<file path="src/rtl/noc_pe_endpoint_if.sv">
// Signal bundle for noc_pe_endpoint: local tx/rx ports plus the router-side 4-phase channels.
// Optional NOC_EP_ADDR_CHECK_EN adds the misroute status outputs.
interface noc_pe_endpoint_if;
    logic        tx_valid;
    logic        tx_ready;
    logic [1:0]  tx_dest_x;
    logic [1:0]  tx_dest_y;
    logic [24:0] tx_payload;
    logic        rx_valid;
    logic        rx_ready;
    logic [1:0]  rx_src_x;
    logic [1:0]  rx_src_y;
    logic [24:0] rx_payload;
    logic        net_out_req;
    logic        net_out_ack;
    logic [32:0] net_out_data;
    logic        net_in_req;
    logic        net_in_ack;
    logic [32:0] net_in_data;
`ifdef NOC_EP_ADDR_CHECK_EN
    logic        misroute_err;
    logic [7:0]  misroute_cnt;
`endif

    // Endpoint view.
    modport slave (
        input  tx_valid, tx_dest_x, tx_dest_y, tx_payload, rx_ready,
        input  net_out_ack, net_in_req, net_in_data,
        output tx_ready, rx_valid, rx_src_x, rx_src_y, rx_payload,
        output net_out_req, net_out_data, net_in_ack
`ifdef NOC_EP_ADDR_CHECK_EN
        , output misroute_err, misroute_cnt
`endif
    );

    // PE and router view.
    modport master (
        output tx_valid, tx_dest_x, tx_dest_y, tx_payload, rx_ready,
        output net_out_ack, net_in_req, net_in_data,
        input  tx_ready, rx_valid, rx_src_x, rx_src_y, rx_payload,
        input  net_out_req, net_out_data, net_in_ack
`ifdef NOC_EP_ADDR_CHECK_EN
        , input misroute_err, misroute_cnt
`endif
    );
endinterface

</file>
<file path="src/rtl/noc_pe_endpoint.sv">
// Clocked PE-side endpoint of a mesh router's 33-bit 4-phase bundled-data channels.
// Define NOC_EP_ADDR_CHECK_EN to drop (but still acknowledge) packets not addressed to this node.
module noc_pe_endpoint #(
    parameter logic [1:0]  MY_X         = 2'b00,
    parameter logic [1:0]  MY_Y         = 2'b00,
    parameter int unsigned RX_DEPTH     = 4,
    parameter int unsigned SETUP_CYCLES = 1
) (
    input logic              clk,
    input logic              rst,
    noc_pe_endpoint_if.slave bus
);
    localparam int AW = $clog2(RX_DEPTH);
    localparam int CW = (SETUP_CYCLES > 1) ? $clog2(SETUP_CYCLES) : 1;
    localparam logic [CW-1:0] SETUP_LAST = CW'(SETUP_CYCLES - 1);

    typedef enum logic [1:0] {TX_IDLE, TX_SETUP, TX_REQ, TX_REL} tx_state_e;
    typedef enum logic {RX_WAIT_REQ, RX_ACK} rx_state_e;

    // Two-flop synchronizers for the asynchronous handshake inputs.
    logic ack_meta, ack_sync, req_meta, req_sync;

    always_ff @(posedge clk) begin
        // NOTE: sequential state uses non-blocking assignments so every flop samples pre-edge values.
        if (rst) begin
            ack_meta <= 1'b0;
            ack_sync <= 1'b0;
            req_meta <= 1'b0;
            req_sync <= 1'b0;
        end else begin
            ack_meta <= bus.net_out_ack;
            ack_sync <= ack_meta;
            req_meta <= bus.net_in_req;
            req_sync <= req_meta;
        end
    end

    // ---------------- transmit ----------------
    tx_state_e     tx_state, tx_state_d;
    logic [CW-1:0] setup_cnt, setup_cnt_d;
    logic          out_req, out_req_d;
    logic [32:0]   out_data, out_data_d;
    logic          alive;
    logic          tx_ready_int;

    // alive keeps tx_ready low through the reset edge and raises it one cycle later.
    assign tx_ready_int     = alive && (tx_state == TX_IDLE);
    assign bus.tx_ready     = tx_ready_int;
    assign bus.net_out_req  = out_req;
    assign bus.net_out_data = out_data;

    always_ff @(posedge clk) begin
        if (rst) begin
            tx_state  <= TX_IDLE;
            setup_cnt <= '0;
            out_req   <= 1'b0;
            out_data  <= '0;
            alive     <= 1'b0;
        end else begin
            tx_state  <= tx_state_d;
            setup_cnt <= setup_cnt_d;
            out_req   <= out_req_d;
            out_data  <= out_data_d;
            alive     <= 1'b1;
        end
    end

    always_comb begin
        // NOTE: defaults first so no path through the case leaves a variable unassigned (no latches).
        tx_state_d  = tx_state;
        setup_cnt_d = setup_cnt;
        out_req_d   = out_req;
        out_data_d  = out_data;
        unique case (tx_state)
            TX_IDLE: if (bus.tx_valid && tx_ready_int) begin
                out_data_d  = {bus.tx_dest_x, bus.tx_dest_y, MY_X, MY_Y, bus.tx_payload};
                setup_cnt_d = '0;
                tx_state_d  = TX_SETUP;
            end
            TX_SETUP: if (setup_cnt == SETUP_LAST) begin
                out_req_d  = 1'b1;
                tx_state_d = TX_REQ;
            end else begin
                setup_cnt_d = setup_cnt + 1'b1;
            end
            TX_REQ: if (ack_sync) begin
                out_req_d  = 1'b0;
                tx_state_d = TX_REL;
            end
            TX_REL: if (!ack_sync) tx_state_d = TX_IDLE;
            default: tx_state_d = TX_IDLE;
        endcase
    end

    // ---------------- receive ----------------
    rx_state_e   rx_state, rx_state_d;
    logic        in_ack, in_ack_d;
    logic [AW:0] wr_ptr, rd_ptr;
    logic [28:0] mem [RX_DEPTH];
    logic [28:0] head;
    logic        empty, full, push, pop, can_push;

    assign empty    = (wr_ptr == rd_ptr);
    assign full     = (wr_ptr[AW] != rd_ptr[AW]) && (wr_ptr[AW-1:0] == rd_ptr[AW-1:0]);
    assign pop      = !empty && bus.rx_ready;
    // A same-cycle pop frees the slot the push needs.
    assign can_push = !full || pop;
    assign head     = mem[rd_ptr[AW-1:0]];

    assign bus.rx_valid   = !empty;
    assign bus.rx_src_x   = head[28:27];
    assign bus.rx_src_y   = head[26:25];
    assign bus.rx_payload = head[24:0];
    assign bus.net_in_ack = in_ack;

`ifdef NOC_EP_ADDR_CHECK_EN
    logic       misrouted, misroute_hit, mis_err;
    logic [7:0] mis_cnt;
    assign misrouted        = (bus.net_in_data[32:29] != {MY_X, MY_Y});
    assign bus.misroute_err = mis_err;
    assign bus.misroute_cnt = mis_cnt;

    always_ff @(posedge clk) begin
        if (rst) begin
            mis_err <= 1'b0;
            mis_cnt <= '0;
        end else if (misroute_hit) begin
            mis_err <= 1'b1;
            if (mis_cnt != 8'hFF) mis_cnt <= mis_cnt + 8'd1;
        end
    end
`endif

    always_comb begin
        rx_state_d = rx_state;
        in_ack_d   = in_ack;
        push       = 1'b0;
`ifdef NOC_EP_ADDR_CHECK_EN
        misroute_hit = 1'b0;
`endif
        unique case (rx_state)
            RX_WAIT_REQ: if (req_sync) begin
`ifdef NOC_EP_ADDR_CHECK_EN
                if (misrouted) begin
                    misroute_hit = 1'b1;
                    in_ack_d     = 1'b1;
                    rx_state_d   = RX_ACK;
                end else
`endif
                if (can_push) begin
                    push       = 1'b1;
                    in_ack_d   = 1'b1;
                    rx_state_d = RX_ACK;
                end
            end
            RX_ACK: if (!req_sync) begin
                in_ack_d   = 1'b0;
                rx_state_d = RX_WAIT_REQ;
            end
            default: rx_state_d = RX_WAIT_REQ;
        endcase
    end

    always_ff @(posedge clk) begin
        if (rst) begin
            rx_state <= RX_WAIT_REQ;
            in_ack   <= 1'b0;
            wr_ptr   <= '0;
            rd_ptr   <= '0;
        end else begin
            rx_state <= rx_state_d;
            in_ack   <= in_ack_d;
            if (push) wr_ptr <= wr_ptr + 1'b1;
            if (pop)  rd_ptr <= rd_ptr + 1'b1;
        end
    end

    // NOTE: storage is not reset; the pointers alone define which entries are valid.
    always_ff @(posedge clk) begin
        if (push) mem[wr_ptr[AW-1:0]] <= bus.net_in_data[28:0];
    end
endmodule
</file>
<file path="src/flat_wrapper.sv">
// flat-port wrapper written by rule: the top's interface ports become plain ports
module noc_pe_endpoint_flat 
#(
    parameter logic [1:0]  MY_X         = 2'b00,
    parameter logic [1:0]  MY_Y         = 2'b00,
    parameter int unsigned RX_DEPTH     = 4,
    parameter int unsigned SETUP_CYCLES = 1
)
  (clk, rst, bus_tx_valid, bus_tx_dest_x, bus_tx_dest_y, bus_tx_payload, bus_rx_ready, bus_net_out_ack, bus_net_in_req, bus_net_in_data, bus_tx_ready, bus_rx_valid, bus_rx_src_x, bus_rx_src_y, bus_rx_payload, bus_net_out_req, bus_net_out_data, bus_net_in_ack);
  noc_pe_endpoint_if bus_i ();
  input logic clk;
  input logic rst;
  input wire logic [$bits(bus_i.tx_valid)-1:0] bus_tx_valid;
  input wire logic [$bits(bus_i.tx_dest_x)-1:0] bus_tx_dest_x;
  input wire logic [$bits(bus_i.tx_dest_y)-1:0] bus_tx_dest_y;
  input wire logic [$bits(bus_i.tx_payload)-1:0] bus_tx_payload;
  input wire logic [$bits(bus_i.rx_ready)-1:0] bus_rx_ready;
  input wire logic [$bits(bus_i.net_out_ack)-1:0] bus_net_out_ack;
  input wire logic [$bits(bus_i.net_in_req)-1:0] bus_net_in_req;
  input wire logic [$bits(bus_i.net_in_data)-1:0] bus_net_in_data;
  output wire logic [$bits(bus_i.tx_ready)-1:0] bus_tx_ready;
  output wire logic [$bits(bus_i.rx_valid)-1:0] bus_rx_valid;
  output wire logic [$bits(bus_i.rx_src_x)-1:0] bus_rx_src_x;
  output wire logic [$bits(bus_i.rx_src_y)-1:0] bus_rx_src_y;
  output wire logic [$bits(bus_i.rx_payload)-1:0] bus_rx_payload;
  output wire logic [$bits(bus_i.net_out_req)-1:0] bus_net_out_req;
  output wire logic [$bits(bus_i.net_out_data)-1:0] bus_net_out_data;
  output wire logic [$bits(bus_i.net_in_ack)-1:0] bus_net_in_ack;
  assign bus_i.tx_valid = bus_tx_valid;
  assign bus_i.tx_dest_x = bus_tx_dest_x;
  assign bus_i.tx_dest_y = bus_tx_dest_y;
  assign bus_i.tx_payload = bus_tx_payload;
  assign bus_i.rx_ready = bus_rx_ready;
  assign bus_i.net_out_ack = bus_net_out_ack;
  assign bus_i.net_in_req = bus_net_in_req;
  assign bus_i.net_in_data = bus_net_in_data;
  assign bus_tx_ready = bus_i.tx_ready;
  assign bus_rx_valid = bus_i.rx_valid;
  assign bus_rx_src_x = bus_i.rx_src_x;
  assign bus_rx_src_y = bus_i.rx_src_y;
  assign bus_rx_payload = bus_i.rx_payload;
  assign bus_net_out_req = bus_i.net_out_req;
  assign bus_net_out_data = bus_i.net_out_data;
  assign bus_net_in_ack = bus_i.net_in_ack;
  noc_pe_endpoint #(.MY_X(MY_X), .MY_Y(MY_Y), .RX_DEPTH(RX_DEPTH), .SETUP_CYCLES(SETUP_CYCLES)) u_core (.clk(clk), .rst(rst), .bus(bus_i));
endmodule
</file>
<file path="config.mk">
export PLATFORM = sky130hd
export DESIGN_NAME = noc_pe_endpoint_flat
export DESIGN_NICKNAME = d
export VERILOG_FILES = /design/src/rtl/noc_pe_endpoint_if.sv /design/src/rtl/noc_pe_endpoint.sv /design/src/flat_wrapper.sv
export SDC_FILE = /design/constraint.sdc
export NUM_CORES = 1
export LEC_CHECK = 0
export ABC_AREA = 1
export BUFFER_PORTS_ARGS = -buffer_cell sky130_fd_sc_hd__buf_2
export CELL_PAD_IN_SITES_DETAIL_PLACEMENT = 0
export CELL_PAD_IN_SITES_GLOBAL_PLACEMENT = 1
export CORE_UTILIZATION = 46
export CTS_CLUSTER_SIZE = 8
export DETAILED_ROUTE_END_ITERATION = 8
export PLACE_DENSITY_LB_ADDON = 0.1
export SKIP_LAST_GASP = 1
export SYNTH_ARGS = -nofsm -noshare
export SYNTH_HDL_FRONTEND = slang
export SYNTH_SLANG_ARGS = --single-unit
</file>
<file path="constraint.sdc">
create_clock -name clk -period 4.8 [get_ports clk]
set_clock_uncertainty 0.15 [all_clocks]
set_input_delay 0 -clock clk [delete_from_list [all_inputs] [get_ports clk]]
set_output_delay 0 -clock clk [all_outputs]
set_load 0.01 [all_outputs]
</file>
==> run metrics <==
cell at the root of the clock tree clkbuf_16; maxcap violations 0; Final setup viols 0; Detailed Routing Iterations Pass 1 6; synthesized flop and latch total between 150 and 200; top-count cell post-synth nor2_1; LEAKAGE roughly 3.3 nW; multi-input logic area 1550 µm²; layout overhead on the synthesized area 32.3%; Starting Density 47.0%; largest family of logic cells by synthesized area simple AND/OR/NAND/NOR gates; Post-DRT Antenna Nets 0; unrepaired setup endpoints after global routing false; Worst slew margin 29.0%; Routed WL per cell 14.3 µm; CTS Sinks 163; CTS tree built; Max IR drop VDD 201 µV; Final Max Slew Viols 0; simple-gate portion of the synthesized area a little under an eighth; crit-path max cell delay around 0.8 ns; outcome completed; Fin. Hold Viols 0; CP max stage cell nor2_2; Commonest cells post-synth nor2_1 (134), edfxtp_1 (116), o21ai_0 (87), dfxtp_1 (47), o22ai_1 (29); GRT Total Usage 19.1%; cell mode on critical path nand2_1; Crit path max-delay family simple AND/OR/NAND/NOR gates; Core Area about 13000 µm²; proportion of synthesized area in mux cells 0%; Rows 42; share of cells above drive strength 1 24.6%; total number of vias 4378; Max Clk Rate 366 MHz; Clock transition at path regs 0.06 ns; Adder-Cell Fraction of Synth Area approximately 1.8%; min-delay worst type in -> reg; Synth cell types 25; XOR/XNOR share of the synthesized area 0.283%; Netlist Area Pre-Place 6200 µm²; CP endpoint kind register; vias in the first global route ~4200; critical path class reg -> reg; vias per cell 4.84; Tcrit/Tclk final 56.9%; Clk pwr share between 30% and 40%; die span in x 118 µm; crit path buf inv count 2; nets 792; DRC viols 0; post-synth top area share a little under three fifths; DRT iter0 DRCs 281; number of diodes 0; CTS Buf Count 17; GP Congestion 0.686; sequential power share 46.2%; crit-path max FO 30; fin util 62.2%; Post-Syn Instances 533; commonest register cell after synthesis edfxtp_1; FILL cells 1052; I/O Buffers 125; NetSw 0.925 mW; Switching Fraction 26.0%; first-pass GRT wire length 20500 µm; Final Non-Filler Cells 904; Die Height about 120 µm; initial antenna violation count 0; sequential share of the synthesized area 71.4%; Fin Setup TNS 0 ns; routed wire length 12900 µm; synth top area cells edfxtp_1 (56%), dfxtp_1 (15%), nor2_1 (8.1%); Critical Path RT about 5.0 ns; fraction of registers with async set or reset after synthesis 0%; cell count after placement 807; Sequential cell area between 4000 and 5000 µm²; pin count of the biggest net entering global routing 60; crit start category register; Clock Latency Late Sink 0.41 ns; Logic pwr share around 16%; grt total ovfl 0; P per Cell Area about 430 nW/µm²; critical path arrival about 3 ns; CTS H-tree depth 4; actual slew at the worst max-slew pin 1.07 ns; compound-gate portion of the synthesized area 10.7%; Cell Int Power between 2 and 3 mW; synthesized area per cell 11.6 µm²; Post-synth EDFFs 116; area leader, netlist edfxtp_1; die area 13900 µm²; Top-Level Pins between 100 and 150; Final HPWL DP 7040 µm; Final min period 2.73 ns; clock buffer depth 2; crit-path cells inv_1 > ha_1 > nand2_1 > nor2_2 > inv_2 > nand2_1 > nand3_1 > nand2_1 > nand2_1 > nor2_1; Yosys warnings 0
metrics by stage:
stage	setup slack [ns]	cell area, µm²	hold WS (ns)	power [mW]
after CTS	2.07	8200	0.0256	3.58
final	2.07	8200	0.0391	3.55
after global routing	1.72	8200	0.0617	3.71
after global placement	2.12	6940	0.0559	2.17
after floorplan	2.23	6210	-0.0511	1.97
after detailed placement	2.08	6940	0.0614	2.18
registers in the layout (all words and copies together), names as in the netlist, named ones only:
signal and flops:
u_core.wr_ptr 3, u_core.req_meta 1, u_core.ack_sync 1, u_core.bus.net_out_data 29, u_core.mem 116, u_core.req_sync 1, u_core.ack_meta 1, u_core.rx_state 1
u_core.bus.net_out_req 1, u_core.rd_ptr 3, u_core.bus.net_in_ack 1, u_core.alive 1, u_core.tx_state 2
metal layers:
layer	share of wire (%)	GRT usage (%)	vias to the layer above	wire, µm
met5	0	0	-	0
li1	-	-	2205	-
met3	5.5	5.23	7	707
met2	49	32.8	129	6330
met4	0.94	7.29	0	121
met1	44	22.8	2037	5740
area by class of cell:
type                    instances  area share, %
clock buffers                  17           5.19
clock inverters                15           2.24
inverters                      27           1.24
multi-input cells             314           18.9
flip-flops and latches        163           54.0
well taps                     176           2.69
repair buffers                192           15.8
cells in the final DEF (no fill, tap or decap):
cell	n
nand2_1	23
a21oi_2	1
inv_6	2
nor2_4	5
a21oi_1	6
nand3_1	6
dfxtp_2	1
nand3b_1	1
clkinvlp_4	6
edfxtp_1	116
clkinv_2	1
conb_1	4
nor2_1	130
dlygate4sd3_1	65
buf_4	2
nor2_2	2
clkinv_4	3
clkinv_1	2
xor2_1	2
ha_1	9
o21ai_1	2
inv_1	21
bufinv_16	3
nand2_2	4
clkbuf_16	17
o21ai_0	87
buf_2	125
nand2_4	3
o22ai_1	29
dfxtp_1	46
inv_2	4
power by group through the flow:
stage,Sequential [mW],Clock (mW),Combinational [mW]
after detailed placement,1.67,0,0.513
after CTS,1.64,1.38,0.554
final,1.64,1.36,0.551
after global placement,1.66,0,0.504
after global routing,1.65,1.44,0.618
after floorplan,1.67,0,0.302
path summary, 6_finish.rpt:
path	from	slack, ns	end	depth (start not counted)
worst max register to register	u_core.tx_state[0]$_SDFFE_PP0P_	2.07	u_core.tx_state[1]$_SDFFE_PP0P_	10
worst min-delay path	bus_tx_valid	0.04	u_core.bus.net_out_data[10]$_SDFFE_PP0P_	5
worst min register to register	u_core.req_meta$_SDFF_PP0_	0.26	u_core.req_sync$_SDFF_PP0_	2
worst max-delay path	u_core.tx_state[0]$_SDFFE_PP0P_	2.07	u_core.tx_state[1]$_SDFFE_PP0P_	10
timing repair:
action	CTS	global route
setup buffers	0	0
gates resized for setup	0	0
hold buffers	65	0
hold endpoints to repair	158	0
worst register-to-register path, stage by stage, from the launching register on:
cell,delay (ns)
dfxtp_1,0.34
inv_1,0.11
ha_1,0.20
nand2_1,0.10
nor2_2,0.78
inv_2,0.48
nand2_1,0.16
nand3_1,0.13
nand2_1,0.08
nand2_1,0.04
nor2_1,0.10
kinds of logic (layout without fill, tap and decap cells):
| family | after synthesis | count (layout) |
|---|---|---|
| AO/OA/AOI/OAI | 125 | 125 |
| XOR/XNOR | 2 | 2 |
| adder cells (fa/ha/maj) | 9 | 9 |
| buffers and inverters | 59 | 251 |
| flip-flops | 163 | 163 |
| other | 1 | 4 |
| AND/OR/NAND/NOR | 174 | 174 |
(Power assumes the default switching activity.)
